File: config.mk
export PLATFORM = sky130hd
export DESIGN_NAME = fifo_sync_level
export DESIGN_NICKNAME = d
export VERILOG_FILES = /design/src/rtl/fifo_pkg.sv /design/src/rtl/fifo_sync_level_mem.sv /design/src/rtl/fifo_sync_level.sv
export SDC_FILE = /design/constraint.sdc
export NUM_CORES = 2
export LEC_CHECK = 0
export ABC_AREA = 1
export CAP_MARGIN = 5
export CORE_MARGIN = 3
export CORE_UTILIZATION = 45
export DETAILED_ROUTE_END_ITERATION = 16
export GPL_TIMING_DRIVEN = 1
export PLACE_DENSITY_LB_ADDON = 0.08
export SKIP_LAST_GASP = 1
export SLEW_MARGIN = 0
export SYNTH_ARGS = -nofsm -noshare
export SYNTH_HDL_FRONTEND = slang
export SYNTH_SLANG_ARGS = --single-unit
File: constraint.sdc
create_clock -name i_clk -period 3.75 [get_ports i_clk]
set_clock_uncertainty 0.2 [all_clocks]
set_input_delay 0.5625 -clock i_clk [delete_from_list [all_inputs] [get_ports i_clk]]
set_output_delay 0.5625 -clock i_clk [all_outputs]
set_load 0.01 [all_outputs]
File: src/rtl/fifo_pkg.sv
`default_nettype none
// ============================================================================
// Module      : fifo_pkg
// Description : Shared constants and helpers for the FIFO family (sync and
//               future async/CDC variants): width derivation and default
//               almost-full / almost-empty thresholds.
// Revision    : 1.0 - initial release
// ============================================================================
package fifo_pkg;

  // Pointers carry one extra wrap bit above the memory address bits.
  localparam int c_ptr_wrap_bits = 1;

  // Default thresholds: almost-empty at two words or fewer, almost-full
  // two words short of full.
  localparam int c_default_almost_empty_thr   = 2;
  localparam int c_default_almost_full_margin = 2;

  // Ceiling log2, valid for value >= 1.
  function automatic int clog2(input int value);
    int result;
    int remain;
    result = 0;
    remain = value - 1;
    while (remain > 0) begin
      result = result + 1;
      remain = remain >> 1;
    end
    return result;
  endfunction

  // Read/write pointer width for a given address width.
  function automatic int ptr_width(input int addr_length);
    return addr_length + c_ptr_wrap_bits;
  endfunction

  // Width needed to count 0..2^addr_length inclusive.
  function automatic int level_width(input int addr_length);
    return clog2((1 << addr_length) + 1);
  endfunction

endpackage
`default_nettype wire

File: src/rtl/fifo_sync_level_mem.sv
`default_nettype none
// ============================================================================
// Module      : fifo_sync_level_mem
// Description : Simple dual-port RAM with a synchronous write port and a
//               registered read port. The read register resets to zero and
//               holds its value when no read is issued; the array itself is
//               never cleared.
// Revision    : 1.0 - initial release
// ============================================================================
module fifo_sync_level_mem #(
  parameter int ADDR_LENGTH = 8,
  parameter int WORD_LENGTH = 8
) (
  input  logic                   i_clk,
  input  logic                   i_reset,
  input  logic                   i_wr_en,
  input  logic [ADDR_LENGTH-1:0] i_wr_addr,
  input  logic [WORD_LENGTH-1:0] i_wr_data,
  input  logic                   i_rd_en,
  input  logic [ADDR_LENGTH-1:0] i_rd_addr,
  output logic [WORD_LENGTH-1:0] o_rd_data
);

  localparam int c_depth = 1 << ADDR_LENGTH;

  logic [WORD_LENGTH-1:0] r_mem [0:c_depth-1];
  logic [WORD_LENGTH-1:0] r_rd_data;

  // Store the write word; storage is not reset.
  always_ff @(posedge i_clk) begin
    if (i_wr_en) begin
      r_mem[i_wr_addr] <= i_wr_data;
    end
  end

  // Register the addressed word on a read, otherwise keep the last word.
  always_ff @(posedge i_clk) begin
    if (i_reset) begin
      r_rd_data <= '0;
    end else if (i_rd_en) begin
      r_rd_data <= r_mem[i_rd_addr];
    end
  end

  assign o_rd_data = r_rd_data;

endmodule
`default_nettype wire

File: src/rtl/fifo_sync_level.sv
`default_nettype none
// ============================================================================
// Module      : fifo_sync_level
// Description : Single-clock FIFO with full 2^ADDR_LENGTH capacity, registered
//               read data plus valid strobe, a fill-level counter and
//               programmable almost-full / almost-empty flags.
//               Define FIFO_SYNC_ERR_FLAGS_EN to add sticky overflow/underflow
//               flags and the i_clear_flags input.
// Revision    : 1.0 - initial release
// ============================================================================
module fifo_sync_level
  import fifo_pkg::*;
#(
  parameter int ADDR_LENGTH      = 8,
  parameter int WORD_LENGTH      = 8,
  parameter int ALMOST_FULL_THR  = (1 << ADDR_LENGTH) - c_default_almost_full_margin,
  parameter int ALMOST_EMPTY_THR = c_default_almost_empty_thr
) (
  input  logic                   i_clk,
  input  logic                   i_reset,
  input  logic [WORD_LENGTH-1:0] i_data_in,
  input  logic                   i_write_en,
  input  logic                   i_read_en,
  output logic [WORD_LENGTH-1:0] o_data_out,
  output logic                   o_data_valid,
  output logic                   o_full,
  output logic                   o_empty,
  output logic                   o_almost_full,
  output logic                   o_almost_empty,
  output logic [ADDR_LENGTH:0]   o_level
`ifdef FIFO_SYNC_ERR_FLAGS_EN
  ,
  input  logic                   i_clear_flags,
  output logic                   o_overflow,
  output logic                   o_underflow
`endif
);

  localparam int c_ptr_w = ptr_width(ADDR_LENGTH);
  localparam int c_lvl_w = level_width(ADDR_LENGTH);

  localparam logic [c_ptr_w-1:0] c_ptr_one = c_ptr_w'(1);
  localparam logic [c_lvl_w-1:0] c_lvl_one = c_lvl_w'(1);
  localparam logic [c_lvl_w-1:0] c_af_thr  = c_lvl_w'(ALMOST_FULL_THR);
  localparam logic [c_lvl_w-1:0] c_ae_thr  = c_lvl_w'(ALMOST_EMPTY_THR);

  logic               w_wr_acc;
  logic               w_rd_acc;
  logic [c_ptr_w-1:0] r_wr_ptr;
  logic [c_ptr_w-1:0] r_rd_ptr;
  logic [c_ptr_w-1:0] w_wr_ptr_nxt;
  logic [c_ptr_w-1:0] w_rd_ptr_nxt;
  logic [c_lvl_w-1:0] r_level;
  logic [c_lvl_w-1:0] w_level_nxt;
  logic               w_full_nxt;
  logic               w_empty_nxt;
  logic               r_full;
  logic               r_empty;
  logic               r_almost_full;
  logic               r_almost_empty;
  logic               r_data_valid;

  // Acceptance uses the registered flags; reset cancels both operations.
  assign w_wr_acc = i_write_en & ~r_full  & ~i_reset;
  assign w_rd_acc = i_read_en  & ~r_empty & ~i_reset;

  // Next pointers, next level and the pointer-derived full/empty state.
  always_comb begin
    w_wr_ptr_nxt = r_wr_ptr;
    w_rd_ptr_nxt = r_rd_ptr;
    w_level_nxt  = r_level;
    if (w_wr_acc) begin
      w_wr_ptr_nxt = r_wr_ptr + c_ptr_one;
    end
    if (w_rd_acc) begin
      w_rd_ptr_nxt = r_rd_ptr + c_ptr_one;
    end
    case ({w_wr_acc, w_rd_acc})
      2'b10:   w_level_nxt = r_level + c_lvl_one;
      2'b01:   w_level_nxt = r_level - c_lvl_one;
      default: w_level_nxt = r_level;
    endcase
    // Equal pointers mean empty; same slot with opposite wrap bits means full.
    w_empty_nxt = (w_wr_ptr_nxt == w_rd_ptr_nxt);
    w_full_nxt  = (w_wr_ptr_nxt[ADDR_LENGTH-1:0] == w_rd_ptr_nxt[ADDR_LENGTH-1:0]) &&
                  (w_wr_ptr_nxt[c_ptr_w-1] != w_rd_ptr_nxt[c_ptr_w-1]);
  end

  // Pointers, level and all status flags register together from next state.
  always_ff @(posedge i_clk) begin
    if (i_reset) begin
      r_wr_ptr       <= '0;
      r_rd_ptr       <= '0;
      r_level        <= '0;
      r_full         <= 1'b0;
      r_empty        <= 1'b1;
      r_almost_full  <= 1'b0;
      r_almost_empty <= 1'b1;
    end else begin
      r_wr_ptr       <= w_wr_ptr_nxt;
      r_rd_ptr       <= w_rd_ptr_nxt;
      r_level        <= w_level_nxt;
      r_full         <= w_full_nxt;
      r_empty        <= w_empty_nxt;
      r_almost_full  <= (w_level_nxt >= c_af_thr);
      r_almost_empty <= (w_level_nxt <= c_ae_thr);
    end
  end

  // Valid strobe marks the cycle after each accepted read.
  always_ff @(posedge i_clk) begin
    if (i_reset) begin
      r_data_valid <= 1'b0;
    end else begin
      r_data_valid <= w_rd_acc;
    end
  end

  fifo_sync_level_mem #(
    .ADDR_LENGTH (ADDR_LENGTH),
    .WORD_LENGTH (WORD_LENGTH)
  ) u_mem (
    .i_clk     (i_clk),
    .i_reset   (i_reset),
    .i_wr_en   (w_wr_acc),
    .i_wr_addr (r_wr_ptr[ADDR_LENGTH-1:0]),
    .i_wr_data (i_data_in),
    .i_rd_en   (w_rd_acc),
    .i_rd_addr (r_rd_ptr[ADDR_LENGTH-1:0]),
    .o_rd_data (o_data_out)
  );

  assign o_data_valid   = r_data_valid;
  assign o_full         = r_full;
  assign o_empty        = r_empty;
  assign o_almost_full  = r_almost_full;
  assign o_almost_empty = r_almost_empty;
  assign o_level        = r_level;

`ifdef FIFO_SYNC_ERR_FLAGS_EN
  logic w_overflow_set;
  logic w_underflow_set;
  logic r_overflow;
  logic r_underflow;

  assign w_overflow_set  = i_write_en & r_full;
  assign w_underflow_set = i_read_en  & r_empty;

  // Sticky error flags: a set event beats a simultaneous clear.
  always_ff @(posedge i_clk) begin
    if (i_reset) begin
      r_overflow  <= 1'b0;
      r_underflow <= 1'b0;
    end else begin
      if (w_overflow_set) begin
        r_overflow <= 1'b1;
      end else if (i_clear_flags) begin
        r_overflow <= 1'b0;
      end
      if (w_underflow_set) begin
        r_underflow <= 1'b1;
      end else if (i_clear_flags) begin
        r_underflow <= 1'b0;
      end
    end
  end

  assign o_overflow  = r_overflow;
  assign o_underflow = r_underflow;
`endif

endmodule
`default_nettype wire

==> qor.yml <==
outcome:
  run_status: "finished clean"
worst_hold_path:
  min-delay-start: "i_data_in[6]"
  min-delay-path-class: "in -> reg"
  holdPathEnd: "u_mem.r_mem[220][6]"
  timing.hold.worst_path_depth: 1
drt:
  wl_cell_um: 23.8
  detail_route.wirelength_um: 260000
  drc_errors: 0
  vias_per_cell: 5.35
  initialDrtViolationCount: 6003
  route.antenna.remaining_nets: 0
  via_count: 58508
  firstDrtPassIters: 5
setup_path:
  critical_path.max_fanout: 118
  timing.critical_path.slowest_cell_delay_ps: 650
  worstSetupEndpointType: "register"
  setup.worst_path.start_class: "register"
  critical_path.cell_chain: "buf_12, nand2_1, nand3_1, nand3_1, nand3_1, nand2_1, nand3_1, nand2_1, nand2_1, nand2_1, nor2_1, nor2_1, nor2_1"
  crit_arrival_ps: 3880
  critical_path.slowest_cell: "dfxtp_4"
  worst-endpoint-required_ps: 4340
  regToRegSetupSlack_ps: 460
  worst-setup-path-type: "reg -> reg"
  r2r_end: "u_mem.o_rd_data[7]"
  timing.reg2reg.worst_path_depth: 13
  cpMostUsedCell: "nand2_1"
  worst_r2r_startpoint: "r_rd_ptr[0]"
logic_synthesis:
  synthesis.nets: 8112
  yosys_warnings: 0
  synth-seq-area-share_pct: 71.2
  number_of_instances_in_the_synthesized_netlist: 8092
  synth.distinct_cells: 34
  postSynthAreaPerCell_um2: 10.8
  syn-cell-area_um2: 87500
  synth-seq-cells: 2088
cts:
  cts_buffer_depth: 3
  numCtsBuffers: 219
  cts.root.buffer_cell: "clkbuf_16"
  cts_hold_repair.buffers: 3
  worstSkewPairLatency_ps: 870
  htreeDepth: 4
  clock-sinks: 2088
  tritoncts: "built"
  post-cts-setup-buffers: 0
  post_cts_resize_count: 0
  path_clk_slew_ps: 60
floorplan:
  initial_utilization_pct: 45.3
  std_cell_rows: 161
  core_area_um2: 193000
  die-width_um: 447
  die-area_um2: 200000
  die_y_um: 447
  number_of_top_level_pins: 34
place:
  gp_congestion: 0.913
  port-buffer-count: 33
  detailedPlace.worstSlack_ps: 177
  detailed_place_hpwl_um: 158000
timing:
  timing.max_slew.rel_slack_pct: 31.6
  max_freq_mhz: 304
  hold_viol_final: 0
  timing_max_transition_violations_final: 0
  setup_ws_ps: 462
  grt_setup_unrepaired: "false"
  post-route-period-util_pct: 87.7
  worst-slew-pin-transition_ps: 1030
  final_period_minus_worst_setup_slack_ps: 3290
  totalNegativeSetupSlack_ps: 0
  number_of_setup_violations_in_the_final_report: 0
global_route:
  first_global_vias: 56699
  maximum_number_of_pins_on_one_net_before_global_route_repair: 150
  globalRouteOverflowTotal: 0
  global_route.usage.total_pct: 25.9
  grt_first_pass_wirelength_um: 382000
  antenna_violations_before_repair: 8
pwr:
  power.total_mw: 51.0
  ir_worst_vdd_v: 0.000454
  cellLeakagePower_nw: 37.4
  power.density_nw_per_um2: 512
finish:
  antenna-diode-count: 0
  final_layout_size_suffix_gt1_share_pct: 8.29
  number_of_nets_in_the_layout: 8224
  area_growth_syn_to_layout_pct: 13.7
job:
  timing.max_cap.violations: 0
flip-flops by register name, summed over array words and instances, names as in the netlist:
| name | cells |
|---|---|
| o_empty | 1 |
| o_data_valid | 1 |
| r_rd_ptr | 9 |
| o_almost_empty | 1 |
| o_full | 1 |
| o_level | 9 |
| o_almost_full | 1 |
| r_wr_ptr | 9 |
| u_mem.r_mem | 2048 |
| u_mem.o_rd_data | 8 |
through the flow:
stage | instances | instance area [um^2] | hold slack, ps | utilization (%)
floorplan | 8092 | 87500 | 312 | -
global placement | 10506 | 92200 | 332 | 47.8
detailed placement | 10506 | 92200 | 331 | 47.8
CTS | 10926 | 99500 | 5.22 | 51.5
global route | 10926 | 99500 | 35.2 | 51.5
finish | 10926 | 99500 | 37.4 | 51.5
report_power, final:
part	internal [mW]	total (mW)	switching, mW
registers	25.6	25.7	0.0667
clock network	12.8	21.9	9.16
logic	0.886	3.32	2.43
logic make-up (layout without fill, tap and decap cells):
group	Yosys count	after routing	synth area share, %
simple gates	4814	4814	22.3
flops	2088	2088	71.2
buf+inv	855	1163	4.31
compound gates	295	295	1.74
xor+xnor	31	31	0.310
fa+ha+maj	8	8	0.114
mux	1	1	0.0114
cell usage after synthesis:
cell,count,area [um^2]
nand3_2,1,10.0
nand3_1,1067,5340
nor2_4,1,11.3
buf_6,12,135
a21boi_1,1,7.51
ha_1,8,100
xnor2_1,8,70.1
o211ai_1,16,120
buf_1,44,165
clkbuf_1,138,518
nand2_1,2932,11000
nor2_1,773,2900
nand2_2,1,6.26
nand4_1,3,18.8
inv_1,378,1420
or2_2,17,106
and2_1,1,6.26
or2_0,3,18.8
a21oi_1,78,390
mux2i_1,1,10.0
dfxtp_1,40,801
nand3b_2,1,11.3
xor2_1,23,201
clkinv_1,8,30.0
o21ai_0,183,916
buf_4,55,413
edfxtp_1,2048,61500
nor3_2,1,10.0
buf_2,213,1070
inv_4,1,6.26
nor3_1,12,60.1
inv_2,6,22.5
nand3b_1,1,7.51
o21ai_1,17,85.1
routing by layer:
layer  share of wire (%)  GRT usage (%)
met1                  44           37.2
met4                 3.4           8.93
met5                   0              0
met2                  46           41.0
met3                 6.1           3.35
how the worst max path moves through the flow:
stage                      from  slack (ps)                  to  cells after the start
global route        r_rd_ptr[0]         340  u_mem.o_rd_data[3]                     16
detailed placement      i_reset         180  u_mem.r_mem[22][7]                      9
CTS                 r_rd_ptr[0]         450  u_mem.o_rd_data[3]                     16
floorplan               i_reset         990      o_almost_empty                     15
global placement        i_reset         180      o_almost_empty                     15
finish              r_rd_ptr[0]         460  u_mem.o_rd_data[7]                     13
worst max-delay path, delay by kind of cell (launching register included):
kind,cells,cell delay (ps)
AND/OR/NAND/NOR,12,1730
flip-flops,1,650
buffers and inverters,1,440
layout by cell type, fill, tap and decap left out, types with 4 or more instances in the layout:
master           instances
nor3_1                  12
o21ai_1                 17
clkbuf_8                 4
clkinvlp_4               4
a21oi_1                 78
nand2_2                 14
xor2_1                  23
inv_6                    7
ha_1                     8
clkbuf_16              222
dfxtp_4                  4
edfxtp_1              2048
clkbuf_1                39
buf_4                  239
buf_12                  78
bufinv_16               27
dfxtp_1                 36
o21ai_0                183
nand3_1               1067
xnor2_1                  8
clkdlybuf4s50_1         25
nor2_1                 771
buf_8                    8
nand2_1               2919
clkinv_1                63
o211ai_1                16
inv_1                  378
clkinv_2                52
or2_2                   17
area by class of cell:
cell class                 count  area, um^2
fill                       17208       93500
clock buffer                 265        5760
multi-input combinational   5149       21500
timing repair buffer         353        3760
clock inverter               152        1510
inverter                     393        1510
tap                         2526        3160
sequential                  2088       62300
Note: power is estimated with default switching activity, not from simulation.
